### config.mk
export PLATFORM = sky130hd
export DESIGN_NAME = toggle_rate_meter
export DESIGN_NICKNAME = d
export VERILOG_FILES = /design/src/rtl/toggle_rate_meter_pkg.sv /design/src/rtl/toggle_rate_meter_sync.sv /design/src/rtl/toggle_rate_meter.sv
export SDC_FILE = /design/constraint.sdc
export NUM_CORES = 1
export LEC_CHECK = 0
export CELL_PAD_IN_SITES_DETAIL_PLACEMENT = 1
export CELL_PAD_IN_SITES_GLOBAL_PLACEMENT = 2
export CORE_ASPECT_RATIO = 0.5
export CORE_MARGIN = 10
export CORE_UTILIZATION = 34
export CTS_CLUSTER_SIZE = 8
export DETAILED_ROUTE_END_ITERATION = 8
export PLACE_DENSITY_LB_ADDON = 0.1
export SYNTH_ARGS = -nofsm -noshare
export SYNTH_HDL_FRONTEND = slang
export SYNTH_SLANG_ARGS = --single-unit
export TNS_END_PERCENT = 100
### constraint.sdc
create_clock -name clk -period 2.99 [get_ports clk]
set_input_delay 0.897 -clock clk [delete_from_list [all_inputs] [get_ports clk]]
set_output_delay 0.897 -clock clk [all_outputs]
set_load 0.01 [all_outputs]
### src/rtl/toggle_rate_meter_pkg.sv
// Shared FSM state type and sizing helpers for toggle_rate_meter.
// Optional feature macro used by the top level: TOGGLE_METER_STUCK_DET_EN.
package toggle_rate_meter_pkg;

    typedef enum logic [1:0] {
        IDLE    = 2'd0,
        ARM     = 2'd1,
        MEASURE = 2'd2,
        REPORT  = 2'd3
    } state_t;

    // Wide enough to count up to SYNC_STAGES (max 4) while arming.
    localparam int ARM_CNT_W = 3;

    function automatic int win_cnt_w(input int window);
        return $clog2(window);
    endfunction

endpackage

### src/rtl/toggle_rate_meter_sync.sv
// Input synchronizer for the asynchronous toggle line plus a history flop;
// any change of the synchronized level is reported as a one-cycle edge.
module toggle_sync
    import toggle_rate_meter_pkg::*;
#(
    parameter int SYNC_STAGES = 2
) (
    input  logic clk,
    input  logic rst,
    input  logic tog_in,
    output logic sync_out,
    output logic edge_pulse
);

    logic [SYNC_STAGES-1:0] sync_q;
    logic                   hist_q;

    always_ff @(posedge clk) begin
        if (rst) begin
            sync_q <= '0;
            hist_q <= 1'b0;
        end else begin
            sync_q <= {sync_q[SYNC_STAGES-2:0], tog_in};
            hist_q <= sync_q[SYNC_STAGES-1];
        end
    end

    assign sync_out   = sync_q[SYNC_STAGES-1];
    assign edge_pulse = sync_out ^ hist_q;

endmodule

### src/rtl/toggle_rate_meter.sv
// Counts both edges of a synchronized toggle line over a fixed gate window.
// Define TOGGLE_METER_STUCK_DET_EN to add the stuck_o / stuck_level_o outputs.
module toggle_rate_meter
    import toggle_rate_meter_pkg::*;
#(
    parameter int SYNC_STAGES = 2,
    parameter int WINDOW      = 1024,
    parameter int CNT_W       = 16
) (
    input  logic             clk,
    input  logic             rst,
    input  logic             tog_in,
    input  logic             enable,
    output logic [CNT_W-1:0] count_o,
    output logic             valid_o,
    output logic             busy_o,
    output logic             sat_o
`ifdef TOGGLE_METER_STUCK_DET_EN
    ,
    output logic             stuck_o,
    output logic             stuck_level_o
`endif
);

    localparam int                   WIN_W    = win_cnt_w(WINDOW);
    localparam logic [WIN_W-1:0]     WIN_LAST = WIN_W'(WINDOW - 1);
    localparam logic [ARM_CNT_W-1:0] ARM_LAST = ARM_CNT_W'(SYNC_STAGES);
    localparam logic [CNT_W-1:0]     CNT_MAX  = '1;

    state_t               state, state_nxt;
    logic [ARM_CNT_W-1:0] arm_cnt;
    logic [WIN_W-1:0]     win_cnt;
    logic [CNT_W-1:0]     edge_cnt;
    logic                 sat_flag;
    logic [CNT_W:0]       acc;
    logic                 sat_nxt;
    logic                 sync_out;
    logic                 edge_pulse;

    // Returns {reached_max, next_count}; the count sticks at its maximum.
    function automatic logic [CNT_W:0] sat_inc(input logic [CNT_W-1:0] cnt,
                                                input logic             inc);
        logic [CNT_W-1:0] nxt;
        nxt = (inc && (cnt != CNT_MAX)) ? cnt + CNT_W'(1) : cnt;
        return {(nxt == CNT_MAX), nxt};
    endfunction

    toggle_sync #(.SYNC_STAGES(SYNC_STAGES)) u_sync (
        .clk        (clk),
        .rst        (rst),
        .tog_in     (tog_in),
        .sync_out   (sync_out),
        .edge_pulse (edge_pulse)
    );

    assign acc     = sat_inc(edge_cnt, edge_pulse);
    assign sat_nxt = sat_flag | acc[CNT_W];
    assign busy_o  = (state == ARM) || (state == MEASURE);

    always_ff @(posedge clk) begin
        if (rst) state <= IDLE;
        else     state <= state_nxt;
    end

    always_comb begin
        state_nxt = state;
        case (state)
            IDLE:    if (enable) state_nxt = ARM;
            ARM:     if (arm_cnt == ARM_LAST) state_nxt = MEASURE;
            MEASURE: if (win_cnt == WIN_LAST) state_nxt = REPORT;
            REPORT:  state_nxt = enable ? MEASURE : IDLE;
            default: state_nxt = IDLE;
        endcase
    end

    // Results are registered on the last MEASURE cycle so they are visible
    // during REPORT, including any edge that lands in that final cycle.
    always_ff @(posedge clk) begin
        if (rst) begin
            arm_cnt  <= '0;
            win_cnt  <= '0;
            edge_cnt <= '0;
            sat_flag <= 1'b0;
            count_o  <= '0;
            valid_o  <= 1'b0;
            sat_o    <= 1'b0;
`ifdef TOGGLE_METER_STUCK_DET_EN
            stuck_o       <= 1'b0;
            stuck_level_o <= 1'b0;
`endif
        end else begin
            valid_o <= 1'b0;
            case (state)
                IDLE: arm_cnt <= '0;
                ARM: begin
                    arm_cnt  <= arm_cnt + ARM_CNT_W'(1);
                    win_cnt  <= '0;
                    edge_cnt <= '0;
                    sat_flag <= 1'b0;
                end
                MEASURE: begin
                    win_cnt  <= win_cnt + WIN_W'(1);
                    edge_cnt <= acc[CNT_W-1:0];
                    sat_flag <= sat_nxt;
                    if (win_cnt == WIN_LAST) begin
                        valid_o <= 1'b1;
                        count_o <= acc[CNT_W-1:0];
                        sat_o   <= sat_nxt;
`ifdef TOGGLE_METER_STUCK_DET_EN
                        stuck_o       <= (acc[CNT_W-1:0] == '0);
                        stuck_level_o <= sync_out;
`endif
                    end
                end
                REPORT: begin
                    arm_cnt  <= '0;
                    win_cnt  <= '0;
                    edge_cnt <= '0;
                    sat_flag <= 1'b0;
                end
                default: arm_cnt <= '0;
            endcase
        end
    end

endmodule

==> out/qor.csv <==
stage;metric;value;unit
status;status;completed;
clock_network;Clock transition at path regs;0.08;ns
synthesis;top post-synthesis cells by area;dfxtp_1 39%, nor2_1 6.2%, a21oi_1 6.1%;
pwr;P_leak;1.169;nW
pwr;pwr/cell area;606.3;nW/um2
synthesis;Gate Count Post-Synth;333;
floorplan;Initial Util;36.07;%
worst_setup_path;CP max stage delay;0.56;ns
floorplan;Die Height;83.25;um
worst_setup_path;crit-path cells;ha_2, nand3_2, nand2b_2, nor4b_4, xnor2_1, or4_1, or4_4, o31ai_2;
sta;Setup TNS Final;0;ns
clock_network;Root Driver;clkbuf_16;
synthesis;Yosys reg bits;53;
sta;fin crit share;95.55;%
final_layout;Area growth syn-to-layout;20.84;%
worst_setup_path;CP max stage cell;or4_4;
sta;FMAX;350.0;MHz
drt;DR DRC count;0;
worst_setup_path;Worst setup SP type;flop;
worst_setup_path;Setup CP Type;reg2reg;
sta;RSZ-0062 raised after global routing;no;
final_layout;fin util;43.58;%
run;Max Cap Violations;0;
clock_network;clock tree buffer depth;2;
drt;DR pass1 iterations;4;
synthesis;area fraction of the dominant cell type after synthesis;39.01;%
global_routing;first-pass GRT wire length;12.14;mm
drt;wire per inst;15.57;um
synthesis;post-synthesis sequential area ratio;39.01;%
drt;routed vias/inst;5.019;
hold_path;HP Class;reg2reg;
synthesis;Post-Syn Nets;347;
place;placed insts;459;
drt;DR iter-0 viols;110;
synthesis;Yosys top cell by area;dfxtp_1;
global_routing;grt total ovfl;0;
place;port bufs;22;
final_layout;# diodes;0;
worst_setup_path;worst-path maximum fanout;5;
floorplan;Die Footprint;12200;um2
final_layout;share of cells above drive strength 1;10.58;%
synthesis;Syn Std Cell Area;2720;um2
floorplan;Ports;23;
final_layout;nets;372;
sta;Slew Viols, Final;0;
clock_network;clk sink count;53;
clock_network;CTS tree;yes;
place;post-DP HPWL;5.318;mm
clock_network;H-tree depth;2;
synthesis;Synth Flop Type;dfxtp_1;
global_routing;initial antenna violation count;0;
synthesis;Syn Area/Cell;8.168;um2
pwr;total power;1.993;mW
final_layout;Non-Filler Instances;467;
worst_setup_path;crit path DAT;3.07;ns
sta;fin crit period;2.857;ns
global_routing;vias in the first global route;2475;
floorplan;DIE WIDTH;146.5;um
drt;post-route antenna net violation count;0;
clock_network;cts bufs inserted;5;
sta;Hold Slack;0.4498;ns
worst_setup_path;CP Capture Type;flop;
drt;routed wire length;7.270;mm
synthesis;EDFF count, synth;0;
floorplan;Row Count;22;
sta;Setup Skew;0.005315;ns
sta;Fin. Hold Viols;0;
global_routing;largest net degree at the start of global routing;44;
sta;Finish-stage setup viols;0;
global_routing;Global Route Usage Sum;11.83;%
synthesis;Async S/R FF share, synth;0;%
floorplan;core area;7542;um2
synthesis;Ys Warns;0;
clock_network;latest clock arrival within the worst-skew pair;0.30;ns
worst_setup_path;CP required;3.20;ns
sta;Rel. slew slack;38.79;%
place;routability-driven placement congestion ratio;0.8121;
drt;vias after detailed routing;2344;
pwr;VDD IR max;0.2780;mV
synthesis;post-synthesis cell type count;47;
worst_setup_path;slack of the worst reg-to-reg path;0.13;ns
clock_network;hold_buf cts;0;
sta;worst-margin pin slew;0.9163;ns
[worst paths after layout]
check         startpoint          to  cells after the start
max          edge_cnt[1]    sat_flag                      8
max reg2reg  edge_cnt[1]    sat_flag                      8
min reg2reg   count_o[6]  count_o[6]                      2
min           count_o[6]  count_o[6]                      2
[through the flow]
step / instance area (um2) / worst slack, ns
4_1_cts: 3273 / 0.05038
3_5_place_dp: 3098 / 0.06279
6_report: 3287 / 0.1331
5_1_grt: 3287 / 0.02313
3_3_place_gp: 3098 / 0.2354
2_1_floorplan: 2720 / 0.2548
[cells in the mapped netlist (all sizes together) (3+ instances only)]
master and count:
or3 3, nand3 12, o21bai 3, a22oi 5
nor3 13, nand2b 3, clkbuf 12, or4 3
ha 10, nand4 6, a21oi 33, xor2 13
nand2 42, nor2 45, inv 8, nor2b 7
dfxtp 53, o21ai 12, buf 7, and3 4
xnor2 10, mux2 3, nor4 5, nor3b 3
[worst max-delay path, delay by kind of cell, from the launching register on]
kind | cells | cell delay, ns
adder cells (fa/ha/maj) | 1 | 0.26
flip-flops | 1 | 0.40
AO/OA/AOI/OAI | 1 | 0.18
XOR/XNOR | 1 | 0.09
AND/OR/NAND/NOR | 5 | 1.84
[cell usage in the layout, fill, tap and decap left out, drive strengths merged, types with 4 or more instances in the layout]
master / n
dfxtp: 53
nor2: 45
nand2: 42
a21oi: 33
clkdlybuf4s50: 22
buf: 15
xor2: 13
nor3: 13
o21ai: 12
nand3: 12
xnor2: 10
ha: 10
inv: 9
nor2b: 7
nand4: 6
a22oi: 5
clkbuf: 5
nor4: 5
and3: 4
[registers in the layout, summed over array words and instances (netlist names)]
signal         flops
state              2
count_o           16
valid_o            1
u_sync.sync_q      2
sat_flag           1
edge_cnt          16
sat_o              1
arm_cnt            3
u_sync.hist_q      1
win_cnt           10
[cells by family after synthesis]
family                     Yosys count  share of synthesized area [%]
and+or+nand+nor                    153                          29.39
AOI/OAI and AO/OA                   63                          13.57
DFF                                 53                          39.01
buffers and inverters               27                          4.416
xor gates and xnor gates            23                          7.406
adders and majority gates           10                          4.600
muxes                                4                          1.610
[report_power, final]
part | switching [mW] | internal [mW] | total (mW) | leakage (nW)
combinational | 0.348 | 0.184 | 0.532 | 0.655
clock | 0.289 | 0.403 | 0.692 | 0.0859
sequential | 0.0316 | 0.737 | 0.769 | 0.428
[repair_timing]
item / 4_1_cts / 5_1_grt
endpoints found under the setup margin: 0 / 2
resized for setup: 0 / 3
buffers inserted: 0 / 0
[cell type report]
type	instances	area [um2]
inverters	8	30.03
flip-flops and latches	53	1061
clock buffers	5	125.1
multi-input cells	253	1553
repair buffers	37	332.8
well taps	108	135.1
fillers	905	4255
clock inverters	3	50.05
[routing by layer]
metal	up-vias	global-route usage, %	share of wire, %
met5	-	0	0
met4	0	2.601	0.72
met3	5	3.517	2.9
met2	14	18.73	45
met1	1137	15.45	52
li1	1188	-	-
Note: power is estimated with default switching activity, not from simulation.
